--- src/rtl/root_pkg.sv ---
// Shared types and widths for the Root engine arbiter: FSM encoding and
// Q10.10 operand/result widths.
package root_pkg;

  typedef enum logic [1:0] {
    IDLE   = 2'd0,
    LAUNCH = 2'd1,
    WAIT   = 2'd2,
    RESP   = 2'd3
  } state_t;

  localparam int FRAC_W = 10;
  localparam int RES_W  = 20;
  localparam int BASE_W = 10;
  localparam int EXP_W  = 3;

endpackage

--- src/rtl/rr_picker.sv ---
// Combinational round-robin priority encoder: first set request at or after rr_ptr,
// wrapping at NUM_REQ. Zero latency, no state.
module rr_picker #(
  parameter int NUM_REQ = 4,
  parameter int ID_W    = 2
) (
  input  logic [NUM_REQ-1:0] req,
  input  logic [ID_W-1:0]    rr_ptr,
  output logic [ID_W-1:0]    winner,
  output logic               found
);

  logic [ID_W:0] idx;

  // Walk offsets from farthest to nearest so the nearest set request wins.
  always_comb begin
    winner = '0;
    idx    = '0;
    for (int k = NUM_REQ - 1; k >= 0; k--) begin
      idx = {1'b0, rr_ptr} + (ID_W + 1)'(k);
      if (idx >= (ID_W + 1)'(NUM_REQ)) idx = idx - (ID_W + 1)'(NUM_REQ);
      if (req[idx[ID_W-1:0]]) winner = idx[ID_W-1:0];
    end
    found = |req;
  end

endmodule

--- src/rtl/root_req_arbiter.sv ---
// Round-robin share of one Root engine among NUM_REQ requesters; result held until the owner
// accepts it. Optional WAIT watchdog enabled by defining ROOT_ARB_TIMEOUT_EN.
module root_req_arbiter
  import root_pkg::*;
#(
  parameter int NUM_REQ     = 4,
  parameter int ID_W        = 2,
  parameter int TIMEOUT_CYC = 1023
) (
  input  logic                      clk,
  input  logic                      rst_n,
  input  logic [NUM_REQ-1:0]        req_valid,
  output logic [NUM_REQ-1:0]        req_ready,
  input  logic [NUM_REQ*BASE_W-1:0] req_base,
  input  logic [NUM_REQ*EXP_W-1:0]  req_exp,
  output logic [NUM_REQ-1:0]        resp_valid,
  input  logic [NUM_REQ-1:0]        resp_ready,
  output logic [RES_W-1:0]          resp_data,
  output logic                      resp_err,
  output logic                      eng_in_valid,
  output logic [BASE_W-1:0]         eng_in_data_1,
  output logic [EXP_W-1:0]          eng_in_data_2,
  input  logic                      eng_out_valid,
  input  logic [RES_W-1:0]          eng_out_data,
  output logic                      eng_rst_n,
  output logic                      busy,
  output logic [ID_W-1:0]           grant_id
);

  state_t          state;
  logic [ID_W-1:0] rr_ptr;
  logic [ID_W-1:0] winner;
  logic            found;
  logic            tmo_hit;

  rr_picker #(
    .NUM_REQ(NUM_REQ),
    .ID_W   (ID_W)
  ) u_picker (
    .req   (req_valid),
    .rr_ptr(rr_ptr),
    .winner(winner),
    .found (found)
  );

  always_comb begin
    req_ready  = '0;
    resp_valid = '0;
    if (state == IDLE && found) req_ready[winner] = 1'b1;
    if (state == RESP) resp_valid[grant_id] = 1'b1;
  end

  assign eng_in_valid = (state == LAUNCH);
  assign busy         = (state != IDLE);

`ifdef ROOT_ARB_TIMEOUT_EN
  localparam int CNT_W = $clog2(TIMEOUT_CYC + 1);

  logic [CNT_W-1:0] wait_cnt;

  // A result arriving on the expiry cycle wins over the watchdog.
  assign tmo_hit   = (state == WAIT) && !eng_out_valid && (wait_cnt == CNT_W'(TIMEOUT_CYC));
  assign eng_rst_n = ~tmo_hit;

  always_ff @(posedge clk) begin
    if (!rst_n) begin
      wait_cnt <= '0;
      resp_err <= 1'b0;
    end else begin
      if (state == LAUNCH) wait_cnt <= '0;
      else if (state == WAIT && !tmo_hit) wait_cnt <= wait_cnt + 1'b1;

      if (state == WAIT) begin
        if (eng_out_valid) resp_err <= 1'b0;
        else if (tmo_hit)  resp_err <= 1'b1;
      end
    end
  end
`else
  assign tmo_hit   = 1'b0;
  assign eng_rst_n = 1'b1;
  assign resp_err  = 1'b0;
`endif

  always_ff @(posedge clk) begin
    if (!rst_n) begin
      state         <= IDLE;
      rr_ptr        <= '0;
      grant_id      <= '0;
      eng_in_data_1 <= '0;
      eng_in_data_2 <= '0;
      resp_data     <= '0;
    end else begin
      case (state)
        IDLE: begin
          if (found) begin
            eng_in_data_1 <= req_base[winner*BASE_W +: BASE_W];
            eng_in_data_2 <= req_exp[winner*EXP_W +: EXP_W];
            grant_id      <= winner;
            rr_ptr        <= (winner == ID_W'(NUM_REQ - 1)) ? '0 : winner + 1'b1;
            state         <= LAUNCH;
          end
        end
        LAUNCH: state <= WAIT;
        WAIT: begin
          if (eng_out_valid) begin
            resp_data <= eng_out_data;
            state     <= RESP;
          end else if (tmo_hit) begin
            resp_data <= '0;
            state     <= RESP;
          end
        end
        RESP: begin
          if (resp_ready[grant_id]) state <= IDLE;
        end
        default: state <= IDLE;
      endcase
    end
  end

endmodule

--- config.mk ---
export PLATFORM = sky130hd
export DESIGN_NAME = root_req_arbiter
export DESIGN_NICKNAME = d
export VERILOG_FILES = /design/src/rtl/root_pkg.sv /design/src/rtl/rr_picker.sv /design/src/rtl/root_req_arbiter.sv
export SDC_FILE = /design/constraint.sdc
export NUM_CORES = 1
export LEC_CHECK = 0
export ABC_AREA = 0
export CORE_MARGIN = 2
export CORE_UTILIZATION = 40
export DETAILED_ROUTE_END_ITERATION = 10
export GPL_TIMING_DRIVEN = 1
export PLACE_DENSITY = 0.87
export SYNTH_ARGS = -nofsm -noshare
export SYNTH_HDL_FRONTEND = slang
export SYNTH_SLANG_ARGS = --single-unit
--- constraint.sdc ---
create_clock -name clk -period 3.75 [get_ports clk]
set_input_delay 0.5625 -clock clk [delete_from_list [all_inputs] [get_ports clk]]
set_output_delay 0.5625 -clock clk [all_outputs]
set_load 0.02 [all_outputs]
==> results.md, run 1 <==
- Across the run, the number of max-cap violations was 0.
- Measured in cells, the most critical reg-to-reg path has a length of 7.
- The count of routing violations after the opening detailed-route iteration is 85.
- The total via count after detailed routing is between 2,000 and 2,500.
- Setup repair after global routing left no endpoint under its margin.
- The synthesized netlist occupies a cell area of ~2100 um^2.
- The TritonCTS buffer count is 5.
- At the pin with the least slew margin, the transition time is between 1 and 1.5 ns.
- By area the synthesized netlist is led by dfxtp_1 (38%), nand2_1 (8.5%), a21boi_0 (8.0%).
- The number of warnings reported in the yosys synthesis log is 0.
- The core outline area is 5040 um^2.
- The average instance area after synthesis is just under 9 um^2.
- The number of global-route vias before repair is just over 2,000.
- The cell leakage power is between 1 and 1.5 nW.
- Measured against the total synthesized area, the mux share comes to roughly 8.4%.
- The count of clock tree sinks is 39.
- After Yosys synthesis, XOR and XNOR cells account for 0% of the synthesized area.
- Walking the worst path, the cells encountered are clkdlybuf4s50_1, nor4_2, nor2_2, o221ai_2, nor2_1, clkdlybuf4s50_1.
- The startpoint of the most critical hold path is resp_data[2]$_SDFFE_PN0P_.
- The number of primary I/O pins is 130.
- The floorplan die height is 76.0 um.
- The starting density of the core is about two fifths.
- Power spread over the standard cell area amounts to between 500 and 600 nW/um^2.
- The post-layout utilization of the core is roughly 68%.
- The max-slew violation total from the final report is 0.
- IR analysis of the VDD net gives a maximum drop of between 0.2 and 0.3 mV.
- Compared with the post-synthesis result, the final layout area differs by 65.0%.
- The count of different cell masters after synthesis is 36.
- The worst min-delay path endpoint is resp_data[2]$_SDFFE_PN0P_.
- For this run, design rule violations remaining after detail routing come to 0.
- The startpoint identified for the worst register-to-register timing path is state[0]$_SDFFE_PN0P_.
- The maximum fanout along the worst path is 18.
- The number of port buffers is about 130.
- TritonCTS built the clock tree.
- Measured against its own limit, the worst slew margin works out to a little over a quarter.
- Summed over all nets, the half-perimeter wirelength after detailed placement is around 4400 um.
- In this run the register-to-register setup slack is between 1 and 1.5 ns.
- The slowest stage of the critical path is the clkdlybuf4s50_1 cell.
- The number of H-tree levels is 2.
- The synthesized netlist devotes under 10% of its cell area to adder and majority cells.
- Hold repair after CTS inserted 0 buffers.
- The dominant combinational cell family by area after synthesis is compound AO/OA/AOI/OAI gates.
- Of the synthesized area, sequential elements account for a little under two fifths.
- The total setup violations reported at the end of the flow is 0.
- The commonest cells after synthesis are nand2_1 (47), dfxtp_1 (39), a21boi_0 (22).
- The site row count is 26.
- The share of flip-flops with an asynchronous set or reset is 0%.
- The number of buffers added for setup after CTS is 0.
- Entering global routing, the biggest net connects 40 pins.
- STA classifies the critical path endpoint as an output pin.
- After detailed routing, the average wire length per cell comes to 13.4 um.
- The total inserted antenna cells is 0.
- The simple-gate area share of the yosys netlist is a little under a fifth.
- The run finished with clean final reports.
- The cell sitting at the root of the clock tree is a clkbuf_8.
- The class of the tightest hold or removal check is flop to flop.
- Static timing analysis puts the maximum clock frequency at about 280 MHz.
- The number of instances resized during post-cts repair is 0.
- The dominant cell by count in the synthesized netlist is nand2_1.
- Of the cells placed in the final design, the portion with a size suffix greater than 1 is between 3 and 4%.
- The clock insertion delay at the later pin of the skew report is between 0.2 and 0.3 ns.
- The clock-pin slew of the registers on the worst-case setup and hold paths is 0.06 ns.
- The hold violation total from the final report came to 0.
- The largest single stage delay on the critical path is 0.63 ns.
- The floorplan step defined a die boundary enclosing 5770 um^2.
- The sequential cell area in the final layout is 781 um^2.
- The final global-route overflow total is 0.
- The cell taking the most area after synthesis is dfxtp_1.
- The area of the multi-input gates is approximately 1200 um^2.
- The worst hold path passes through 2 cells.
- The net total in the final layout is approximately 450.
- STA puts the critical path data arrival time at ~3.0 ns.
- When the netlist entered floorplanning its net count stood at about 330.
- The endpoint of the most critical register-to-register path is eng_in_data_1[5]$_SDFFE_PN0P_.
- By startpoint and endpoint, the worst setup path is classified as input port to output pin.
- The filler cells instantiated in the layout total 417.
- The worst path in the final design needs a cycle of 3.57 ns, including I/O delays and setup.
- Measured along the x axis, the die boundary spans 76.0 um.
- The top-area cell type share of the netlist area is 37.7%.
- In this run the remaining antenna-violating nets after routing total 0.
- In the global route stage, overall resource usage came out at around a fifth.
- The clock passes through at most 2 buffers.
- The register bit total from synthesis is 39.
- The initial antenna violation count is 0.
- At the worst endpoint, the required time is between 3 and 4 ns.
- The first global-routing pass estimated 9850 um of wire.
- The first TritonRoute pass finished after 4 iterations.
- In the synthesized netlist, the number of instances is about 240.
- STA classifies the critical path startpoint as an input port.
- Among all flip-flop cells after synthesis, the most frequent one is dfxtp_1.
- The detailed-route wire length is between 5000 and 6000 um.
- The cell repeated most along the worst path is clkdlybuf4s50_1.
- The number of enable flip-flop cells after synthesis is 0.
- The largest clock skew in the final design is around 0.0054 ns.
- In the final timing run, aggregate negative setup slack is 0 ns.
- The synthesized netlist devotes around a quarter of its cell area to compound gates.
- Of the available clock period, the critical path in the final layout requires 95.1%.
- The number of vias per cell after detailed routing is between 4 and 5.
- The routability-driven placement congestion ratio is 0.867.
-- sequential cells by signal, summed over array words and instances, names as in the netlist --
| register | count |
|---|---|
| rr_ptr | 2 |
| state | 2 |
| eng_in_data_2 | 3 |
| eng_in_data_1 | 10 |
| resp_data | 20 |
| grant_id | 2 |
-- routing by layer --
layer	GRT usage [%]	share of wire, %
met1	25.2	40
met2	33.8	49
met3	8.18	9.5
met4	6.18	1.1
met5	0	0
-- metrics by stage --
step	setup WS, ns	area (um^2)	hold slack, ns	instances	power [mW]
3_3_place_gp	0.277	3340	0.454	420	1.64
2_1_floorplan	1.40	2070	0.495	239	1.24
6_report	0.183	3420	0.464	428	1.91
3_5_place_dp	0.230	3340	0.461	420	1.66
4_1_cts	0.223	3420	0.470	428	1.93
5_1_grt	0.0280	3420	0.486	428	2.04
-- worst max-delay path: cells and delay by family --
kind	cells	cell delay, ns
AO/OA/AOI/OAI	1	0.45
buffers and inverters	2	1.21
AND/OR/NAND/NOR	3	0.77
-- where the power goes --
part / internal (mW) / leakage (nW) / total [mW] / switching, mW
clock: 0.130 / 0.0422 / 0.264 / 0.133
combinational: 0.477 / 0.910 / 1.03 / 0.550
sequential: 0.539 / 0.320 / 0.621 / 0.0827
-- how the worst max path moves through the flow --
stage,start,endpoint,cells past startpoint
after floorplan,req_valid[2],req_ready[1],6
after global placement,req_valid[3],req_ready[2],6
after detailed placement,req_valid[3],req_ready[2],6
after CTS,req_valid[3],req_ready[2],6
after global routing,req_valid[3],req_ready[2],6
final,req_valid[3],req_ready[2],6
-- logic make-up (layout without fill, tap and decap cells) --
group	Yosys count	after routing
other cells	2	2
flops	39	39
buf+inv	24	143
compound gates	73	73
simple gates	80	80
mux	16	16
fa+ha+maj	5	5
-- cell type report --
| class | count | share of cell area, % |
|---|---|---|
| clock buffer | 7 | 2.23 |
| clock inverter | 1 | 0.146 |
| inverter | 6 | 0.659 |
| multi-input combinational | 176 | 33.9 |
| sequential | 39 | 22.8 |
| tap | 70 | 2.56 |
| timing repair buffer | 129 | 37.6 |
-- layout by cell type, fill, tap and decap left out, drive strengths merged, types with 2 or more instances in the layout --
| master | instances |
|---|---|
| mux2i | 14 |
| o21ai | 15 |
| nand2b | 2 |
| nor3 | 2 |
| ha | 5 |
| nand2 | 47 |
| nor2b | 2 |
| dfxtp | 39 |
| buf | 2 |
| a211oi | 13 |
| inv | 6 |
| and2 | 17 |
| clkbuf | 7 |
| conb | 2 |
| a21oi | 4 |
| nor2 | 4 |
| clkdlybuf4s50 | 127 |
| a221oi | 13 |
| a21boi | 22 |
(Power assumes the default switching activity.)
==> run 2: changes to the inputs <==
--- a/config.mk
+++ b/config.mk
@@ -9,6 +9,7 @@
 export CORE_MARGIN = 2
 export CORE_UTILIZATION = 40
 export DETAILED_ROUTE_END_ITERATION = 10
+export GPL_ROUTABILITY_DRIVEN = 0
 export GPL_TIMING_DRIVEN = 1
 export PLACE_DENSITY = 0.87
 export SYNTH_ARGS = -nofsm -noshare
==> results of run 2 <==
Final layout, timing and power as in run 1 (identical DEF).
